<file path="src/rtl/dpf_pkg.sv">
// Shared types and constants for the picture-frame sequencer: one-hot states,
// SD/LCD command codes and default geometry.
package dpf_pkg;

   localparam int unsigned StateW       = 7;
   localparam int unsigned DefBlkPerPic = 300;
   localparam int unsigned DefNPic      = 16;

   typedef enum logic [StateW-1:0] {
      StInit     = 7'b000_0001,
      StOfsRst   = 7'b000_0010,
      StBlkStart = 7'b000_0100,
      StStream   = 7'b000_1000,
      StCrc      = 7'b001_0000,
      StWaitUart = 7'b010_0000,
      StIdxMod   = 7'b100_0000
   } state_e;

   typedef enum logic [1:0] {
      SdInit   = 2'd0,
      SdBlkRd  = 2'd1,
      SdStream = 2'd2,
      SdCrc    = 2'd3
   } sd_cmd_e;

   typedef enum logic [1:0] {
      LcdInit   = 2'd0,
      LcdWin    = 2'd1,
      LcdStream = 2'd2
   } lcd_cmd_e;

   // First block of the last picture; evaluated only at elaboration.
   function automatic logic [31:0] last_pic_blk(input logic [31:0] base,
                                                input int unsigned blk_per_pic,
                                                input int unsigned n_pic);
      return base + 32'(blk_per_pic * (n_pic - 1));
   endfunction

endpackage

</file>
<file path="src/rtl/cmd_tracker.sv">
// Issues a one-cycle command pulse and tracks completion of one peripheral:
// ignores busy on the cycle after issue, then the first non-busy cycle completes.
module cmd_tracker
   import dpf_pkg::*;
(
   input  logic i_clk,
   input  logic i_rst_n,
   input  logic i_start,
   input  logic i_skip,
   input  logic i_busy,
   output logic o_cmd_valid,
   output logic o_done
);

   logic r_valid;
   logic r_ignore;
   logic r_sample;
   logic r_done;
   logic w_hit;

   assign w_hit = r_sample & ~i_busy;

   always_ff @(posedge i_clk or negedge i_rst_n) begin
      if (!i_rst_n) begin
         r_valid  <= 1'b0;
         r_ignore <= 1'b0;
         r_sample <= 1'b0;
         r_done   <= 1'b0;
      end else if (i_start) begin
         // A skipped peripheral is complete from the first cycle of the state.
         r_valid  <= ~i_skip;
         r_ignore <= 1'b0;
         r_sample <= 1'b0;
         r_done   <= i_skip;
      end else begin
         r_valid  <= 1'b0;
         r_ignore <= r_valid;
         if (r_ignore) begin
            r_sample <= 1'b1;
         end else if (w_hit) begin
            r_sample <= 1'b0;
         end
         if (w_hit) begin
            r_done <= 1'b1;
         end
      end
   end

   assign o_cmd_valid = r_valid;
   // Done is visible in the sampling cycle so the state can exit on that edge.
   assign o_done      = r_done | w_hit;

endmodule

</file>
<file path="src/rtl/frame_seq_ctrl.sv">
// Picture-frame top sequencer: brings up SD and LCD, streams one picture block by
// block into the LCD, then waits for UART next/previous requests.
module frame_seq_ctrl
   import dpf_pkg::*;
#(
   parameter int unsigned BLK_PER_PIC = DefBlkPerPic,
   parameter int unsigned N_PIC       = DefNPic,
   parameter logic [31:0] BASE_BLK    = 32'd0,
   localparam int unsigned IdxW       = (N_PIC > 1) ? $clog2(N_PIC) : 1
) (
   input  logic              i_clk,
   input  logic              i_rst_n,
   output logic              o_sd_cmd_valid,
   output logic [1:0]        o_sd_cmd,
   output logic [31:0]       o_sd_blk_addr,
   input  logic              i_sd_busy,
   output logic              o_lcd_cmd_valid,
   output logic [1:0]        o_lcd_cmd,
   input  logic              i_lcd_busy,
   output logic              o_stream_en,
   input  logic              i_uart_incr,
   input  logic              i_uart_decr,
   output logic              o_uart_ack,
   output logic [IdxW-1:0]   o_pic_idx,
   output logic [StateW-1:0] o_state_dbg
);

   localparam logic [31:0] LastBlk = last_pic_blk(BASE_BLK, BLK_PER_PIC, N_PIC);

   state_e          r_state;
   logic            r_boot;
   sd_cmd_e         r_sd_cmd;
   lcd_cmd_e        r_lcd_cmd;
   logic [31:0]     r_sd_blk_addr;
   logic            r_stream_en;
   logic            r_uart_ack;
   logic [IdxW-1:0] r_pic_idx;
   logic [31:0]     r_blk_id;
   logic [8:0]      r_blk_offset;
   logic            r_req_incr;
   logic            r_req_decr;

   state_e      w_state_d;
   logic        w_sd_start;
   sd_cmd_e     w_sd_code;
   logic        w_lcd_start;
   logic        w_lcd_skip;
   lcd_cmd_e    w_lcd_code;
   logic        w_sd_done;
   logic        w_lcd_done;
   logic        w_both_done;
   logic [9:0]  w_off_inc;
   logic [8:0]  w_addr_off;
   logic [31:0] w_blk_addr;
   logic        w_req;

   cmd_tracker u_sd_trk (
      .i_clk       (i_clk),
      .i_rst_n     (i_rst_n),
      .i_start     (w_sd_start),
      .i_skip      (1'b0),
      .i_busy      (i_sd_busy),
      .o_cmd_valid (o_sd_cmd_valid),
      .o_done      (w_sd_done)
   );

   cmd_tracker u_lcd_trk (
      .i_clk       (i_clk),
      .i_rst_n     (i_rst_n),
      .i_start     (w_lcd_start),
      .i_skip      (w_lcd_skip),
      .i_busy      (i_lcd_busy),
      .o_cmd_valid (o_lcd_cmd_valid),
      .o_done      (w_lcd_done)
   );

   assign w_both_done = w_sd_done & w_lcd_done;
   assign w_off_inc   = {1'b0, r_blk_offset} + 10'd1;
   assign w_req       = i_uart_incr | i_uart_decr;
   assign w_blk_addr  = r_blk_id + 32'(w_addr_off);

   // Commands are launched on the edge that enters the state that owns them.
   always_comb begin
      w_state_d   = r_state;
      w_sd_start  = 1'b0;
      w_sd_code   = SdInit;
      w_lcd_start = 1'b0;
      w_lcd_skip  = 1'b0;
      w_lcd_code  = LcdInit;
      w_addr_off  = '0;
      unique case (r_state)
         StInit: begin
            if (r_boot) begin
               w_sd_start  = 1'b1;
               w_lcd_start = 1'b1;
            end else if (w_both_done) begin
               w_state_d = StOfsRst;
            end
         end
         StOfsRst: begin
            w_state_d   = StBlkStart;
            w_sd_start  = 1'b1;
            w_sd_code   = SdBlkRd;
            w_lcd_start = 1'b1;
            w_lcd_code  = LcdWin;
         end
         StBlkStart: begin
            if (w_both_done) begin
               w_state_d   = StStream;
               w_sd_start  = 1'b1;
               w_sd_code   = SdStream;
               w_lcd_start = 1'b1;
               w_lcd_code  = LcdStream;
            end
         end
         StStream: begin
            if (w_both_done) begin
               w_state_d   = StCrc;
               w_sd_start  = 1'b1;
               w_sd_code   = SdCrc;
               w_lcd_start = 1'b1;
               w_lcd_skip  = 1'b1;
            end
         end
         StCrc: begin
            if (w_both_done) begin
               if (32'(w_off_inc) < BLK_PER_PIC) begin
                  w_state_d   = StBlkStart;
                  w_sd_start  = 1'b1;
                  w_sd_code   = SdBlkRd;
                  w_addr_off  = w_off_inc[8:0];
                  w_lcd_start = 1'b1;
                  w_lcd_skip  = 1'b1;
               end else begin
                  w_state_d = StWaitUart;
               end
            end
         end
         StWaitUart: begin
            if (w_req) begin
               w_state_d = StIdxMod;
            end
         end
         StIdxMod: w_state_d = StOfsRst;
         default:  w_state_d = StInit;
      endcase
   end

   always_ff @(posedge i_clk or negedge i_rst_n) begin
      if (!i_rst_n) begin
         r_state       <= StInit;
         r_boot        <= 1'b1;
         r_sd_cmd      <= SdInit;
         r_lcd_cmd     <= LcdInit;
         r_sd_blk_addr <= '0;
         r_stream_en   <= 1'b0;
         r_uart_ack    <= 1'b0;
         r_pic_idx     <= '0;
         r_blk_id      <= BASE_BLK;
         r_blk_offset  <= '0;
         r_req_incr    <= 1'b0;
         r_req_decr    <= 1'b0;
      end else begin
         r_boot      <= 1'b0;
         r_state     <= w_state_d;
         r_stream_en <= (w_state_d == StStream);
         r_uart_ack  <= (w_state_d == StIdxMod);
         if (w_sd_start) begin
            r_sd_cmd <= w_sd_code;
         end
         if (w_sd_start && (w_sd_code == SdBlkRd)) begin
            r_sd_blk_addr <= w_blk_addr;
         end
         if (w_lcd_start && !w_lcd_skip) begin
            r_lcd_cmd <= w_lcd_code;
         end
         case (r_state)
            StOfsRst: r_blk_offset <= '0;
            StCrc: begin
               if (w_both_done) begin
                  r_blk_offset <= w_off_inc[8:0];
               end
            end
            StWaitUart: begin
               if (w_req) begin
                  r_req_incr <= i_uart_incr;
                  r_req_decr <= i_uart_decr;
               end
            end
            StIdxMod: begin
               // Both requests together leave the index alone and redraw.
               if (r_req_incr && !r_req_decr) begin
                  if (r_pic_idx == IdxW'(N_PIC - 1)) begin
                     r_pic_idx <= '0;
                     r_blk_id  <= BASE_BLK;
                  end else begin
                     r_pic_idx <= r_pic_idx + 1'b1;
                     r_blk_id  <= r_blk_id + BLK_PER_PIC;
                  end
               end else if (r_req_decr && !r_req_incr) begin
                  if (r_pic_idx == '0) begin
                     r_pic_idx <= IdxW'(N_PIC - 1);
                     r_blk_id  <= LastBlk;
                  end else begin
                     r_pic_idx <= r_pic_idx - 1'b1;
                     r_blk_id  <= r_blk_id - BLK_PER_PIC;
                  end
               end
            end
            default: ;
         endcase
      end
   end

   assign o_sd_cmd      = r_sd_cmd;
   assign o_lcd_cmd     = r_lcd_cmd;
   assign o_sd_blk_addr = r_sd_blk_addr;
   assign o_stream_en   = r_stream_en;
   assign o_uart_ack    = r_uart_ack;
   assign o_pic_idx     = r_pic_idx;
   assign o_state_dbg   = r_state;

endmodule

</file>
<file path="config.mk">
export PLATFORM = sky130hd
export DESIGN_NAME = frame_seq_ctrl
export DESIGN_NICKNAME = d
export VERILOG_FILES = /design/src/rtl/dpf_pkg.sv /design/src/rtl/cmd_tracker.sv /design/src/rtl/frame_seq_ctrl.sv
export SDC_FILE = /design/constraint.sdc
export NUM_CORES = 1
export LEC_CHECK = 0
export BUFFER_PORTS_ARGS = -buffer_cell sky130_fd_sc_hd__buf_2
export CORE_MARGIN = 8
export CORE_UTILIZATION = 35
export CTS_CLUSTER_SIZE = 40
export DETAILED_ROUTE_END_ITERATION = 10
export PLACE_DENSITY = 0.61
export SLEW_MARGIN = 10
export SYNTH_ARGS = -nofsm -noshare
export SYNTH_HDL_FRONTEND = slang
export SYNTH_SLANG_ARGS = --single-unit
</file>
<file path="constraint.sdc">
create_clock -name i_clk -period 4.35 [get_ports i_clk]
set_input_delay 0 -clock i_clk [delete_from_list [all_inputs] [get_ports i_clk]]
set_output_delay 0 -clock i_clk [all_outputs]
set_load 0.02 [all_outputs]
</file>
# After elaboration in Yosys (flattened, before gate mapping)
# Index checks and enable logic that the tools add are counted.
# W data, S select, Z words.
[word_totals] ff_bits=101 output_inout_bits=51
[op_classes] n_addsub=6 magnitude_cmp=1 n_eq_ne=12 mux=47 bitwise=9 n_reduce_logical=18
[op_table] operator="$mux W32" n=4
[op_table] operator="$pmux W7 S7" n=1
[op_table] operator="$mux W7" n=6
[op_table] operator="$mux W9" n=4
[op_table] operator="$add A32 B9 Y32" n=1
[op_table] operator="$add A32 B9 Y32 const B" n=1
[op_table] operator="$sub A32 B9 Y32 const B" n=1
[op_table] operator="$mux W1" n=20
[op_table] operator="$pmux W9 S2" n=1
[op_table] operator="$mux W4" n=4
[op_table] operator="$eq A7 B4 Y1 const B" n=2
[op_table] operator="$eq A7 B7 Y1 const B" n=2
[op_table] operator="$add A9 B1 Y10 const B" n=1
[op_table] operator="$lt A10 B9 Y1 const B" n=1
[op_table] operator="$pmux W2 S4" n=1
[op_table] operator="$reduce_bool A2 Y1" n=4
[op_table] operator="$eq A7 B1 Y1 const B" n=1
[op_table] operator="$eq A7 B2 Y1 const B" n=1
[op_table] operator="$eq A7 B3 Y1 const B" n=1
[op_table] operator="$eq A7 B5 Y1 const B" n=1
[op_table] operator="$eq A7 B6 Y1 const B" n=1
[op_table] operator="$mux W6" n=1
[op_table] operator="$reduce_and A2 Y1" n=3
[op_table] operator="$reduce_bool A3 Y1" n=2
[op_table] operator="other kinds (16)" n=28

# Longest topological paths before layout
[depth] ltp_word=8 depth_mapped=17

# Modules after synthesis
# A second synthesis with hierarchy kept.
[hier_totals] cells_unflattened=749 area_unflattened_um2=6562.5
[by_module_without_submodules] module="frame_seq_ctrl" instances=1 cells_each=725 area_each_um2=6254.7 seq_area_each_um2=2279.7
[by_module_without_submodules] module="cmd_tracker" instances=2 cells_each=12 area_each_um2=153.9 seq_area_each_um2=100.1

# Worst setup path before layout
# OpenSTA, ideal clock, no wires.
[synth_path] path_kind="reg2reg" from="register r_state[1] (netlist: o_state_dbg[1])" to="register r_sd_blk_addr[12] (netlist: o_sd_blk_addr[12])" setup_time_ns=0.125 t_arrival_ns=3.620 slack_ns=0.605 stages_incl_launch_ff=15 synth_period_minus_slack_ns=3.745 cell_sequence="dfrtp_1 -> nor3_4 -> nand2_1 -> or4_4 -> or3_1 -> buf_2 -> buf_2 -> a21oi_1 -> ha_1 -> a21oi_1 -> nand2_1 -> o21ai_0 -> a21oi_1 -> xor2_1 -> mux2_4"
[synth_between] elab_chain_len=4 word_cells_on_any_way=12 cone_classes="add/sub (1); eq/ne (6); mux (3); reduce/logical (2)"
[synth_lines] element="start: declaration" line="frame_seq_ctrl.sv:30" source="state_e r_state;"
[synth_lines] element="start signal: assignment" line="frame_seq_ctrl.sv:151" source="r_state <= StInit;"
[synth_lines] element="start signal: assignment" line="frame_seq_ctrl.sv:165" source="r_state <= w_state_d;"
[synth_lines] element="parallel branches: the longest is 4 deep, another holds $add A32 B9 Y32"
[synth_lines] element="end signal: assignment" line="frame_seq_ctrl.sv:172" source="r_sd_blk_addr <= w_blk_addr;"
[synth_lines] element="end: declaration" line="frame_seq_ctrl.sv:34" source="logic [31:0] r_sd_blk_addr;"
# Parallel ways; which one is timed is not known.
# A chain may end at the register's enable or synchronous reset.

# Worst setup path after layout
[layout_path] from="register r_state[1] (netlist: o_state_dbg[1])" to="register r_sd_blk_addr[26] (netlist: o_sd_blk_addr[26])"
# The elaborated chain is that of the path after synthesis.

==> run_results.csv <==
group,metric,value,unit
floorplan,die_area,23300,sq um
synth,synthTopCellsByArea,"sky130_fd_sc_hd__dfrtp_1 (37%), sky130_fd_sc_hd__mux2_4 (6.7%), sky130_fd_sc_hd__a21oi_1 (4.4%), sky130_fd_sc_hd__nor2_1 (3.8%), sky130_fd_sc_hd__o21ai_0 (3.5%)",
floorplan,die_width,153,microns
worst_setup_path,critPathKind,"flop to flop",
worst_setup_path,crit_path_start,"o_state_dbg[1]$_DFF_PN0_",
synth,yosys_warnings,0,
worst_setup_path,cp_data_required_time,4.60,ns
floorplan,fp.dieH,153,microns
clock_network,cts_root_buffer,"sky130_fd_sc_hd__clkbuf_16",
worst_setup_path,cell_class_contributing_the_biggest_share_of_worst_path_delay,"simple AND/OR/NAND/NOR gates",
sta,rsz0062_at_grt,"no",
synth,post_synth_inst_count,734,
floorplan,std_cell_rows,50,
routing,drc,0,
sta,fmax,254,MHz
sta,timing.setup.tns,0,ns
clock_network,h-tree-depth,3,
pwr,leakage,3.44,nW
worst_setup_path,crit_fanout,21,
floorplan,starting_density,0.352,
clock_network,cts_tree,"done",
grt,grt_first_pass_wirelength,29.5,mm
sta,tightest_slew,1.12,ns
run_status,status,"complete, no violations",
grt,groute.usage.overall,0.155,
synth,synth_enable_flop_cells,0,
worst_setup_path,worst_r2r_startpoint,"o_state_dbg[1]$_DFF_PN0_",
routing,routed_wire_length_per_instance,18.0,microns
layout,final_util,0.395,
placed_design,place.gp.congestion,0.894,
sta,timing.final.hold_violations,0,
synth,post-synth-top-area-fraction,0.372,
pwr,power.density,272,nW/um^2
layout,growth_of_design_area_from_synthesis_to_finish,11.9,%
routing,drtIter0Drc,566,
worst_setup_path,critical_path.cell_chain,"nor3_4 > nand2_1 > or4_4 > or3_1 > a21oi_1 > ha_1 > a21oi_1 > nand2_1 > o211ai_1 > a21boi_0 > xor2_1 > mux2_4",
worst_setup_path,type_of_origin_of_the_critical_path,"flop",
routing,vias_per_cell,5.82,
synth,async_flop_share,1.00,
layout,drive_gt1_frac,0.166,
routing,firstDrtPassIters,5,
synth,post-synth-top-area-cell,"sky130_fd_sc_hd__dfrtp_1",
hold_path,hold_path.class,"input pin to asynchronous set/reset pin",
routing,postRouteWirelength,18.1,mm
sta,timing.final.crit_share,0.905,
sta,finalClockSkew,0.0103,ns
pwr,power.share.clock,0.427,
synth,postSynthRegisterBits,99,
sta,maxSlewViolCount,0,
worst_setup_path,regToRegSetupSlack,0.41,ns
worst_setup_path,worst-r2r-cell-count,12,
clock_network,clock_latency_of_the_later_clocked_register_in_the_worst_skew_pair,0.36,ns
pwr,power.share.sequential,0.493,
sta,setup_viol,0,
grt,first_global_vias,5386,
clock_network,post-cts-setup-buffers,0,
clock_network,clock_pin_slew_on_the_worst_setup_and_hold_paths,0.08,ns
placed_design,place_hpwl,12.5,mm
layout,diodes,0,
worst_setup_path,setup.worst_path.end_class,"flop",
worst_setup_path,worst_endpoint_data_arrival_time,4.19,ns
job,number_of_max_capacitance_violations_reported,0,
grt,grt_start_max_net_pins,69,
pwr,sw_frac_of_total,0.258,
pwr,comb_power_share,0.081,
routing,ant_nets,0,
clock_network,clock-sinks,99,
synth,post_synth.cell_area_avg,8.89,sq um
layout,nFillCells,1862,
clock_network,cts_made_buffers,9,
layout,most-common-layout-cells,"sky130_fd_sc_hd__dfrtp_1 (97), sky130_fd_sc_hd__nor2_1 (66), sky130_fd_sc_hd__a21oi_1 (58)",
floorplan,placeableCoreArea,18500,sq um
pwr,irDropWorstVdd,0.000152,V
synth,combined_area_of_all_synthesized_cells,6530,sq um
sta,timing.max_slew.rel_slack,0.249,
routing,vias,5843,
floorplan,top_level_ports,57,
layout,layout.cells.most_common,"sky130_fd_sc_hd__dfrtp_1",
pwr,power_switching,0.000511,W
worst_setup_path,critical-path-slowest-cell,"sky130_fd_sc_hd__or4_4",
grt,grt_overflow_total,0,
worst_setup_path,number_of_stages_on_the_worst_setup_path,12,
clock_network,cts_buffer_depth,2,
worst_setup_path,crit_end,"o_sd_blk_addr[26]$_DFFE_PN0P_",
grt,antenna_found_initial,0,
synth,yosysSeqAreaShare,0.380,
pwr,power.internal,0.00147,W
worst_setup_path,cp_slowest_stage_delay,0.56,ns
worst_setup_path,regToRegEndpoint,"o_sd_blk_addr[26]$_DFFE_PN0P_",
layout,final_net_count,785,
sta,finalWorstPathRequiredPeriod,3.94,ns
synth,ys.flop_type,"sky130_fd_sc_hd__dfrtp_1",
worst_setup_path,timing.critical_path.buf_inv,0,
synth,synth.lib_cells_used.distinct,65,
placed_design,placement.io_buffers,56,
## metal layers
layer	vias up	track usage	part of all wire
met5	-	0	0
met4	0	0.0636	0.026
met3	39	0.0301	0.066
met2	216	0.244	0.45
met1	2824	0.205	0.45
li1	2764	-	-
## cells in the mapped netlist, types with 3 or more instances
cell type / count
sky130_fd_sc_hd__dfrtp_1: 97
sky130_fd_sc_hd__nor2_1: 66
sky130_fd_sc_hd__a21oi_1: 58
sky130_fd_sc_hd__nand2_1: 53
sky130_fd_sc_hd__o21ai_0: 46
sky130_fd_sc_hd__clkbuf_1: 37
sky130_fd_sc_hd__mux2_4: 29
sky130_fd_sc_hd__nand3_1: 26
sky130_fd_sc_hd__o31ai_1: 25
sky130_fd_sc_hd__a31oi_1: 22
sky130_fd_sc_hd__inv_1: 21
sky130_fd_sc_hd__xnor2_1: 20
sky130_fd_sc_hd__xor2_1: 20
sky130_fd_sc_hd__nor3_1: 16
sky130_fd_sc_hd__and3_1: 15
sky130_fd_sc_hd__ha_1: 14
sky130_fd_sc_hd__nand4_1: 11
sky130_fd_sc_hd__nand2b_1: 10
sky130_fd_sc_hd__o22ai_1: 10
sky130_fd_sc_hd__buf_2: 9
sky130_fd_sc_hd__or3_1: 9
sky130_fd_sc_hd__o21a_1: 8
sky130_fd_sc_hd__nor2b_1: 7
sky130_fd_sc_hd__nor4_1: 6
sky130_fd_sc_hd__o32ai_1: 6
sky130_fd_sc_hd__a211oi_1: 5
sky130_fd_sc_hd__a21o_1: 5
sky130_fd_sc_hd__a41oi_1: 5
sky130_fd_sc_hd__a21boi_0: 4
sky130_fd_sc_hd__a221oi_1: 4
sky130_fd_sc_hd__buf_6: 4
sky130_fd_sc_hd__o21ai_1: 4
sky130_fd_sc_hd__o221ai_1: 4
sky130_fd_sc_hd__o31a_1: 4
sky130_fd_sc_hd__a31o_2: 3
sky130_fd_sc_hd__a32oi_1: 3
sky130_fd_sc_hd__and2_1: 3
sky130_fd_sc_hd__mux2i_1: 3
sky130_fd_sc_hd__nor3b_1: 3
## through the flow
step	total power, W	area, sq um	worst slack, ns	cells	hold WS (ns)
after floorplan	0.00110	6530	0.605	735	-0.296
after global placement	0.00115	6940	0.517	982	0.202
after detailed placement	0.00116	6940	0.424	982	0.204
after CTS	0.00201	7310	0.425	1004	0.360
after global routing	0.00207	7310	0.0485	1004	0.393
final	0.00198	7310	0.414	1004	0.301
## power by group through the flow
stage	sequential [W]	combinational, W	clock, W
6_report	0.000978	0.000160	0.000846
5_1_grt	0.000982	0.000177	0.000909
4_1_cts	0.000978	0.000163	0.000865
3_5_place_dp	0.000996	0.000159	0
3_3_place_gp	0.000994	0.000159	0
2_1_floorplan	0.00101	0.0000891	0
## timing repair
action                     in CTS  in global routing
hold endpoints to repair       71                  0
setup endpoints to repair       0                  0
gates resized for setup         0                  0
hold buffers                    6                  0
## final cells by class
class                      count  area (sq um)  share of cell area
multi-input combinational    562          3730               0.510
sequential                    99          2480               0.339
timing repair buffer          72           418              0.0572
tap                          234           293              0.0401
clock buffer                   9           225              0.0308
clock inverter                 7          83.8              0.0115
inverter                      21          78.8              0.0108
## kinds of logic (layout without fill, tap and decap cells)
family | Yosys count | after routing | synth area share
simple gates | 241 | 241 | 0.187
compound gates | 231 | 231 | 0.228
flops | 99 | 99 | 0.380
buf+inv | 74 | 109 | 0.0495
xor+xnor | 40 | 40 | 0.0537
mux | 34 | 34 | 0.0748
fa+ha+maj | 14 | 14 | 0.0268
other cells | 1 | 2 | 0.000575
## flip-flops by register name, indices dropped and copies added (netlist names), 2 cells and up
| signal | cells |
|---|---|
| r_blk_id | 30 |
| o_sd_blk_addr | 32 |
| o_lcd_cmd | 2 |
| o_state_dbg | 7 |
| o_pic_idx | 4 |
| r_blk_offset | 9 |
| o_sd_cmd | 2 |
## how the worst min path moves through the flow
stage | from | endpoint | slack (ns) | depth (start not counted)
finish | i_rst_n | r_req_decr$_DFFE_PN0P_ | 0.30 | 2
global route | i_rst_n | r_req_decr$_DFFE_PN0P_ | 0.39 | 2
CTS | i_rst_n | r_req_decr$_DFFE_PN0P_ | 0.36 | 2
detailed placement | i_rst_n | o_sd_blk_addr[27]$_DFFE_PN0P_ | 0.20 | 1
global placement | i_rst_n | o_sd_blk_addr[27]$_DFFE_PN0P_ | 0.20 | 1
floorplan | i_rst_n | o_lcd_cmd[0]$_DFFE_PN0P_ | -0.30 | 0
No activity file was read; power rests on OpenSTA's default activity.
